**src/rtl/alu_op_issue_if.sv**
```systemverilog
// Handshake bundle between the decode issue stage, its upstream fetch/decode
// and the downstream execute stage.
interface alu_op_issue_if #(
   parameter int OPCODE_LENGTH = 4,
   parameter int TAG_WIDTH     = 5,
   parameter int CNT_WIDTH     = 8
);
   logic                     in_valid;
   logic                     in_ready;
   logic [1:0]               in_aluop;
   logic [2:0]               in_funct3;
   logic [6:0]               in_funct7;
   logic [TAG_WIDTH-1:0]     in_tag;
   logic                     out_valid;
   logic                     out_ready;
   logic [OPCODE_LENGTH-1:0] out_op;
   logic                     out_br_inv;
   logic                     out_illegal;
   logic [TAG_WIDTH-1:0]     out_tag;
   logic [CNT_WIDTH-1:0]     illegal_cnt;

   modport master (
      output in_valid, in_aluop, in_funct3, in_funct7, in_tag, out_ready,
      input  in_ready, out_valid, out_op, out_br_inv, out_illegal, out_tag, illegal_cnt
   );

   modport slave (
      input  in_valid, in_aluop, in_funct3, in_funct7, in_tag, out_ready,
      output in_ready, out_valid, out_op, out_br_inv, out_illegal, out_tag, illegal_cnt
   );
endinterface

```
**src/rtl/alu_op_issue.sv**
```systemverilog
// ALU decode/issue stage: ALUOp/funct3/funct7 -> ALU Operation code, registered
// through a main register plus one skid register, with a saturating illegal-op counter.
module alu_op_issue #(
   parameter int OPCODE_LENGTH = 4,
   parameter int TAG_WIDTH     = 5,
   parameter int CNT_WIDTH     = 8
) (
   input  logic           clk,
   input  logic           rst_n,
   alu_op_issue_if.slave  bus
);

   typedef struct packed {
      logic                     illegal;
      logic                     br_inv;
      logic [OPCODE_LENGTH-1:0] op;
      logic [TAG_WIDTH-1:0]     tag;
   } entry_t;

   localparam logic [OPCODE_LENGTH-1:0] OP_AND = OPCODE_LENGTH'(4'b0000);
   localparam logic [OPCODE_LENGTH-1:0] OP_OR  = OPCODE_LENGTH'(4'b0001);
   localparam logic [OPCODE_LENGTH-1:0] OP_ADD = OPCODE_LENGTH'(4'b0010);
   localparam logic [OPCODE_LENGTH-1:0] OP_SUB = OPCODE_LENGTH'(4'b0011);
   localparam logic [OPCODE_LENGTH-1:0] OP_SLL = OPCODE_LENGTH'(4'b0100);
   localparam logic [OPCODE_LENGTH-1:0] OP_SRL = OPCODE_LENGTH'(4'b0101);
   localparam logic [OPCODE_LENGTH-1:0] OP_SRA = OPCODE_LENGTH'(4'b0111);
   localparam logic [OPCODE_LENGTH-1:0] OP_EQ  = OPCODE_LENGTH'(4'b1000);
   localparam logic [OPCODE_LENGTH-1:0] OP_XOR = OPCODE_LENGTH'(4'b1001);
   localparam logic [OPCODE_LENGTH-1:0] OP_LT  = OPCODE_LENGTH'(4'b1100);
   localparam logic [OPCODE_LENGTH-1:0] OP_ILL = OPCODE_LENGTH'(4'b1111);

   localparam entry_t ENTRY_RST = '{illegal: 1'b0, br_inv: 1'b0, op: OP_ADD,
                                    tag: {TAG_WIDTH{1'b0}}};

   function automatic entry_t decode(input logic [1:0] aluop, input logic [2:0] f3,
                                     input logic [6:0] f7, input logic [TAG_WIDTH-1:0] tag);
      entry_t e;
      logic   z;
      logic   alt;
      z         = (f7 == 7'b0000000);
      alt       = (f7 == 7'b0100000);
      e.illegal = 1'b0;
      e.br_inv  = 1'b0;
      e.op      = OP_ADD;
      e.tag     = tag;
      case (aluop)
         2'b00: e.op = OP_ADD;
         2'b01: begin
            case (f3)
               3'b000:  e.op = OP_EQ;
               3'b001:  begin e.op = OP_EQ; e.br_inv = 1'b1; end
               3'b100:  e.op = OP_LT;
               default: e.illegal = 1'b1;
            endcase
         end
         2'b10: begin
            // R-type: only the SUB/SRA alternate funct7 is tolerated besides zero
            case (f3)
               3'b000:  if (z) e.op = OP_ADD; else if (alt) e.op = OP_SUB; else e.illegal = 1'b1;
               3'b101:  if (z) e.op = OP_SRL; else if (alt) e.op = OP_SRA; else e.illegal = 1'b1;
               3'b111:  if (z) e.op = OP_AND; else e.illegal = 1'b1;
               3'b110:  if (z) e.op = OP_OR;  else e.illegal = 1'b1;
               3'b100:  if (z) e.op = OP_XOR; else e.illegal = 1'b1;
               3'b010:  if (z) e.op = OP_LT;  else e.illegal = 1'b1;
               3'b001:  if (z) e.op = OP_SLL; else e.illegal = 1'b1;
               default: e.illegal = 1'b1;
            endcase
         end
         2'b11: begin
            case (f3)
               3'b000:  e.op = OP_ADD;
               3'b111:  e.op = OP_AND;
               3'b110:  e.op = OP_OR;
               3'b100:  e.op = OP_XOR;
               3'b010:  e.op = OP_LT;
               3'b001:  if (z) e.op = OP_SLL; else e.illegal = 1'b1;
               3'b101:  if (z) e.op = OP_SRL; else if (alt) e.op = OP_SRA; else e.illegal = 1'b1;
               default: e.illegal = 1'b1;
            endcase
         end
         default: e.illegal = 1'b1;
      endcase
      e.op     = e.illegal ? OP_ILL : e.op;
      e.br_inv = e.br_inv & ~e.illegal;
      return e;
   endfunction

   entry_t               r_m;
   entry_t               r_s;
   logic                 r_m_valid;
   logic                 r_s_valid;
   logic [CNT_WIDTH-1:0] r_cnt;

   entry_t               w_dec;
   logic                 w_accept;
   logic                 w_consume;

   assign w_dec     = decode(bus.in_aluop, bus.in_funct3, bus.in_funct7, bus.in_tag);
   assign w_accept  = bus.in_valid & ~r_s_valid;
   assign w_consume = r_m_valid & bus.out_ready;

   // Main/skid storage: the skid entry always drains into main before new input
   always_ff @(posedge clk or negedge rst_n) begin
      if (!rst_n) begin
         r_m       <= ENTRY_RST;
         r_s       <= ENTRY_RST;
         r_m_valid <= 1'b0;
         r_s_valid <= 1'b0;
      end else if (w_consume) begin
         if (r_s_valid) begin
            r_m       <= r_s;
            r_s_valid <= 1'b0;
         end else if (w_accept) begin
            r_m       <= w_dec;
         end else begin
            r_m_valid <= 1'b0;
         end
      end else if (!r_m_valid) begin
         if (w_accept) begin
            r_m       <= w_dec;
            r_m_valid <= 1'b1;
         end else begin
            r_m_valid <= 1'b0;
         end
      end else if (w_accept) begin
         r_s       <= w_dec;
         r_s_valid <= 1'b1;
      end else begin
         r_s_valid <= r_s_valid;
      end
   end

   // Saturating count of accepted illegal ops
   always_ff @(posedge clk or negedge rst_n) begin
      if (!rst_n) begin
         r_cnt <= {CNT_WIDTH{1'b0}};
      end else if (w_accept && w_dec.illegal && (r_cnt != {CNT_WIDTH{1'b1}})) begin
         r_cnt <= r_cnt + CNT_WIDTH'(1);
      end else begin
         r_cnt <= r_cnt;
      end
   end

   assign bus.in_ready    = ~r_s_valid;
   assign bus.out_valid   = r_m_valid;
   assign bus.out_op      = r_m.op;
   assign bus.out_br_inv  = r_m.br_inv;
   assign bus.out_illegal = r_m.illegal;
   assign bus.out_tag     = r_m.tag;
   assign bus.illegal_cnt = r_cnt;

endmodule

```
**src/flat_wrapper.sv**
```systemverilog
// flat-port wrapper written by rule: the top's interface ports become plain ports
module alu_op_issue_flat 
#(
   parameter int OPCODE_LENGTH = 4,
   parameter int TAG_WIDTH     = 5,
   parameter int CNT_WIDTH     = 8
)
  (clk, rst_n, bus_in_valid, bus_in_aluop, bus_in_funct3, bus_in_funct7, bus_in_tag, bus_out_ready, bus_in_ready, bus_out_valid, bus_out_op, bus_out_br_inv, bus_out_illegal, bus_out_tag, bus_illegal_cnt);
  alu_op_issue_if #(.OPCODE_LENGTH(OPCODE_LENGTH), .TAG_WIDTH(TAG_WIDTH), .CNT_WIDTH(CNT_WIDTH)) bus_i ();
  input  logic clk;
  input  logic rst_n;
  input wire logic [$bits(bus_i.in_valid)-1:0] bus_in_valid;
  input wire logic [$bits(bus_i.in_aluop)-1:0] bus_in_aluop;
  input wire logic [$bits(bus_i.in_funct3)-1:0] bus_in_funct3;
  input wire logic [$bits(bus_i.in_funct7)-1:0] bus_in_funct7;
  input wire logic [$bits(bus_i.in_tag)-1:0] bus_in_tag;
  input wire logic [$bits(bus_i.out_ready)-1:0] bus_out_ready;
  output wire logic [$bits(bus_i.in_ready)-1:0] bus_in_ready;
  output wire logic [$bits(bus_i.out_valid)-1:0] bus_out_valid;
  output wire logic [$bits(bus_i.out_op)-1:0] bus_out_op;
  output wire logic [$bits(bus_i.out_br_inv)-1:0] bus_out_br_inv;
  output wire logic [$bits(bus_i.out_illegal)-1:0] bus_out_illegal;
  output wire logic [$bits(bus_i.out_tag)-1:0] bus_out_tag;
  output wire logic [$bits(bus_i.illegal_cnt)-1:0] bus_illegal_cnt;
  assign bus_i.in_valid = bus_in_valid;
  assign bus_i.in_aluop = bus_in_aluop;
  assign bus_i.in_funct3 = bus_in_funct3;
  assign bus_i.in_funct7 = bus_in_funct7;
  assign bus_i.in_tag = bus_in_tag;
  assign bus_i.out_ready = bus_out_ready;
  assign bus_in_ready = bus_i.in_ready;
  assign bus_out_valid = bus_i.out_valid;
  assign bus_out_op = bus_i.out_op;
  assign bus_out_br_inv = bus_i.out_br_inv;
  assign bus_out_illegal = bus_i.out_illegal;
  assign bus_out_tag = bus_i.out_tag;
  assign bus_illegal_cnt = bus_i.illegal_cnt;
  alu_op_issue #(.OPCODE_LENGTH(OPCODE_LENGTH), .TAG_WIDTH(TAG_WIDTH), .CNT_WIDTH(CNT_WIDTH)) u_core (.clk(clk), .rst_n(rst_n), .bus(bus_i));
endmodule
```
**config.mk**
```make
export PLATFORM = sky130hd
export DESIGN_NAME = alu_op_issue_flat
export DESIGN_NICKNAME = d
export VERILOG_FILES = /design/src/rtl/alu_op_issue_if.sv /design/src/rtl/alu_op_issue.sv /design/src/flat_wrapper.sv
export SDC_FILE = /design/constraint.sdc
export NUM_CORES = 1
export LEC_CHECK = 0
export BUFFER_PORTS_ARGS = -buffer_cell sky130_fd_sc_hd__buf_4
export CAP_MARGIN = 20
export CORE_AREA = 3 3 66 68
export CTS_CLUSTER_SIZE = 16
export DETAILED_ROUTE_END_ITERATION = 12
export DIE_AREA = 0 0 69 71
export GPL_ROUTABILITY_DRIVEN = 0
export PLACE_DENSITY = 0.69
export SYNTH_ARGS = -nofsm -noshare
export SYNTH_HDL_FRONTEND = slang
export SYNTH_SLANG_ARGS = --single-unit
export TNS_END_PERCENT = 100
```
**constraint.sdc**
```tcl
create_clock -name clk -period 1.83 [get_ports clk]
set_input_delay 0.0915 -clock clk [delete_from_list [all_inputs] [get_ports clk]]
set_output_delay 0.0915 -clock clk [all_outputs]
set_load 0.02 [all_outputs]
```
Word level (Yosys, flattened, before mapping)
Cells that the tools add are included.
Widths: inputs -> output; s select.
- flip-flop bits (word level): 32
- bits of input ports: 21
- output and inout port bits: 21
- logic and storage cells: 82
- add/subtract/negate cells: 1
- eq/ne operators: 14
- mux-type cells: 35
- bitwise operators: 6
- reduce and logical (&&, ||, !) cells: 15
- operator list (kind ; number):
    $mux 11 ; 4
    $pmux 4 s7 ; 1
    $pmux 4 s6 ; 1
    $mux 4 ; 5
    $pmux 4 s4 ; 1
    $mux 1 ; 15
    $eq 3x3->1 const B ; 4
    $reduce_or 5->1 ; 2
    $add 8x1->8 const B ; 1
    $ne 8x8->1 const B ; 1
    $pmux 4 s2 ; 1
    $eq 7x6->1 const B ; 1
    $logic_not 7->1 ; 1
    $mux 3 ; 2
    $ne 2x2->1 const B ; 3
    $pmux 1 s3 ; 2
    $eq 2x2->1 const B ; 2
    $mux 2 ; 2
    $reduce_and 2->1 ; 2
    $reduce_bool 2->1 ; 2
    $reduce_or 2->1 ; 2
    $and 1x1->1 ; 3
    $eq 3x1->1 const B ; 1
    $eq 3x2->1 const B ; 1
    other kinds (8) ; 11

Logic depth before layout (Yosys ltp)
- depth in word-level cells: 10
- gate-level depth with buffers: 7
- mapped depth without buffers: 6

Worst setup path before layout
Ideal clock, no wire load.
- path type: reg2reg
- start: register u_core.r_cnt[0], in the netlist u_core.bus.illegal_cnt[0]
- end: register u_core.r_cnt[5], in the netlist u_core.bus.illegal_cnt[5]
- arrival: 1934 ps
- required time: 1701 ps
- slack: -233 ps
- cell stages (with the launch flop): 8
- buffers on the path: 1
- period minus slack after synthesis: 2063 ps
- cell sequence: dfrtp_1 -> ha_1 -> and3_1 -> a31o_2 -> clkbuf_1 -> a2111oi_0 -> a21oi_1 -> xnor2_1
- cells in the longest elaborated chain, start to end: 2
- elaborated cells on any way between the ends: 3
- classes of those cells: add/sub (1); eq/ne (1); reduce/logical (1)
- RTL lines (item ; RTL line ; RTL):
    start: declaration ; alu_op_issue.sv:92 ; logic [CNT_WIDTH-1:0] r_cnt;
    start signal: assignment ; alu_op_issue.sv:136 ; r_cnt <= {CNT_WIDTH{1'b0}};
    start signal: assignment ; alu_op_issue.sv:138 ; r_cnt <= r_cnt + CNT_WIDTH'(1);
    start signal: assignment ; alu_op_issue.sv:140 ; r_cnt <= r_cnt;
    parallel branches: the longest is 2 deep, another holds $add 8x1->8 ; n/a ;
Parallel ways; which one is timed is not known.
A chain may end at the register's enable or synchronous reset.

Final worst setup path
Same ends and word-level chain as after synthesis.

==> key figures <==
Finish
  – Final non-filler cell total: 295
  – P&R area growth vs syn: 39.4%
  – Proportion of layout cells with a drive suffix above 1: 0.388
  – NumNets Final: 266
  – ANT cells: 0
  – Fill count: 339
  – Final core utilization: 0.637

GRT
  – Initial antenna violation count: 0
  – Vias in the first global route: 1,678
  – Overflow after GRT: 0
  – Gr usage total: 0.188
  – Largest net degree at the start of global routing: 33
  – First-pass GRT wire length: 7600 um

Setup path
  – Type of element launching the critical path: flip-flop
  – CP Buf/Inv Count: 0
  – Largest stage delay, worst path: 0.44 ns
  – Worst EP arrival: 1.90 ns
  – Cell family with most CP delay: compound AO/OA/AOI/OAI gates
  – Crit Path Max Fanout: 12
  – Crit-path slowest cell: dfrtp_2
  – Critical-path cell list: ha_4, and3_1, a31o_4, a2111oi_4, a21oi_1, xnor2_1
  – Data required time at the worst endpoint: 2.00 ns
  – Critical path type: reg2reg
  – Critical Path Sink Type: flip-flop

STA
  – Max frequency: 0.576 GHz
  – Clock skew: 0.00310 ns
  – Finish-stage setup viols: 0
  – Endpoints failing hold: 0
  – Unrepaired setup endpoints after global routing: false
  – Final Max Tran Viols: 0
  – Worst-margin pin slew: 0.458 ns
  – Slew headroom: 0.693
  – Period minus WS final: 1.74 ns
  – TNS Setup: 0 ns
  – Final Cycle Share: 0.949

Route
  – Routed wire length: 4570 um
  – Initial DRC count: 87
  – Via density: 5.77
  – Remaining DRCs: 0
  – Via count: 1,702
  – DR WL/cell: 15.5 um
  – First drt pass iteration count: 4
  – Antenna viol nets, final: 0

Yosys
  – Unique masters post-synth: 41
  – Area contributors post-synth: dfrtp_1 (42%), a21oi_1 (4.8%), mux2_2 (4.4%)
  – Yosys warns: 0
  – Most common cell in the netlist: dfrtp_1
  – Ys flop type: dfrtp_1
  – Post-synthesis mux area share: 0.0441
  – Synthesized flop and latch total: 32
  – Post-Synth Simple-Gate Area: 0.166
  – Synth Cell Area: 1790 um^2
  – Post-synthesis sequential area ratio: 0.449
  – Syn Nets: 206
  – Post-Synth Adder-Cell Area: 0.00700
  – Top cell type's share of synthesized area: 0.420
  – Largest family of logic cells by synthesized area: compound AO/OA/AOI/OAI gates
  – Xor and xnor area share after synthesis: 0.0343
  – Avg Cell Area, Syn: 9.72 um^2
  – Post-synth EDFFs: 0
  – Async S/R FF share, synth: 1.00
  – Most common library cells after synthesis: dfrtp_1 (30), nor2_1 (21), a21oi_1 (17)
  – Cell accounting for the most synthesized area: dfrtp_1
  – Synth Area in Compound Gates: 0.260
  – Synth Instances: 184

Hold path
  – Worst min path class: in2reg

Clocking
  – Clock Sinks: 32
  – TritonCTS clock tree: yes
  – CTS root buf: clkbuf_8
  – Clock buffer count from CTS: 5
  – H-tree depth: 2
  – Worst-skew pair later-pin latency: 0.28 ns
  – CTS Buffer Depth: 2
  – Clock transition at path regs: 0.06 ns

Power and ir drop
  – Switching Fraction: 0.364
  – Pwr dens: 1450 nW/um^2
  – Psw: 0.00132 W
  – P_int: 0.00230 W
  – Clk network pwr share: 0.202
  – Logic gate share of total power: 0.455
  – Reg power frac: 0.342
  – Max IR drop VDD: 0.824 mV
  – Leakage: 1.04 nW

Placement
  – I/O Buffers: 41
  – Final HPWL DP: 3340 um
  – Cell total after placement: 285

Run status
  – Run status: finished, final reports clean

Die
  – I/O pin cnt: 42
  – Rows: 23
  – CORE AREA: 3910 um^2
  – Die Ht: 71 um
  – Die Area: 4900 um^2
  – Initial core utilization: 0.457
  – Die width: 69 um

Flow run
  – Max Cap Viol: 0
worst register-to-register path, delay by kind of cell, from the launching register on:
kind | cells | cell delay [ns]
compound gates | 3 | 0.70
flops | 1 | 0.44
simple gates | 1 | 0.18
fa+ha+maj | 1 | 0.17
xor+xnor | 1 | 0.13
metal layers:
layer,vias up,track usage,routed length [um]
met1,826,0.229,1940
li1,808,-,-
met4,0,0.0651,78
met2,60,0.329,2310
met5,-,0,0
met3,8,0.0426,241
sequential cells by signal (all words and copies together), names as in the netlist:
signal and count:
u_core.bus.out_illegal 1, u_core.bus.illegal_cnt 8, u_core.bus.out_tag 5, u_core.bus.out_op 4
u_core.bus.out_br_inv 1, u_core.bus.out_valid 1, u_core.r_s_valid 1, u_core.r_s 11
area by class of cell:
class / count / area [um^2] / area share
Sequential cell: 32 / 806 / 0.323
Timing Repair Buffer: 64 / 498 / 0.200
Clock buffer: 7 / 96.3 / 0.0387
Clock inverter: 1 / 30.0 / 0.0120
Inverter: 5 / 18.8 / 0.00753
Tap cell: 50 / 62.6 / 0.0251
Multi-Input combinational cell: 136 / 981 / 0.394
cell usage in the layout, fill, tap and decap left out, types with 3 or more instances in the layout:
master	netlist	layout
nor3_1	4	4
o22ai_1	11	11
a31oi_1	6	6
inv_1	5	5
nor2b_1	3	3
buf_4	0	61
nand2b_1	6	6
o21ai_0	5	5
a41oi_1	4	4
mux2_2	7	7
nand3_1	7	7
dfrtp_1	30	28
a21oi_1	17	17
nor2_1	21	21
nand2_1	5	5
clkbuf_8	0	7
and3_1	4	4
xnor2_1	7	7
per-stage QoR:
stage	area [um^2]	hold WS [ns]	setup WS [ns]	power (W)
2_1_floorplan	1860	-0.204	-0.0234	0.00216
3_3_place_gp	2340	0.0386	0.0135	0.00282
3_5_place_dp	2340	0.0545	-0.0121	0.00289
4_1_cts	2480	0.0461	0.0188	0.00364
5_1_grt	2490	0.0470	0.00926	0.00383
6_report	2490	0.0559	0.0936	0.00362
final timing paths:
kind,startpoint,to,slack [ns],cells past startpoint
max,u_core.bus.illegal_cnt[0],u_core.bus.illegal_cnt[5],0.09,6
min,bus_in_tag[3],u_core.r_s[3],0.06,2
max reg2reg,u_core.bus.illegal_cnt[0],u_core.bus.illegal_cnt[5],0.09,6
min reg2reg,u_core.bus.illegal_cnt[5],u_core.bus.illegal_cnt[5],0.51,1
max in group asynchronous,rst_n,u_core.bus.out_op[1],1.22,2
min in group asynchronous,rst_n,u_core.r_s[7],0.28,2
power groups by stage:
stage	logic, W	registers (W)	clock network [W]
after global routing	0.00177	0.00128	0.000783
after CTS	0.00165	0.00124	0.000749
after detailed placement	0.00164	0.00125	0
after floorplan	0.000687	0.00147	0
after global placement	0.00160	0.00123	0
final	0.00165	0.00124	0.000733
repair_timing:
action	4_1_cts	5_1_grt
hold buffers	2	0
buffers inserted	0	0
endpoints found under the hold margin	31	0
endpoints found under the setup margin	0	3
gates resized for setup	0	1
kinds of logic (layout without fill, tap and decap cells):
group                    count (synthesis)  count (layout)
AO/OA/AOI/OAI                           64              64
XOR/XNOR                                 7               7
adder cells (fa/ha/maj)                  1               1
buffers and inverters                   16              77
flip-flops                              32              32
multiplexers                             7               7
AND/OR/NAND/NOR                         57              57
Power figures use the tool's default switching activity.
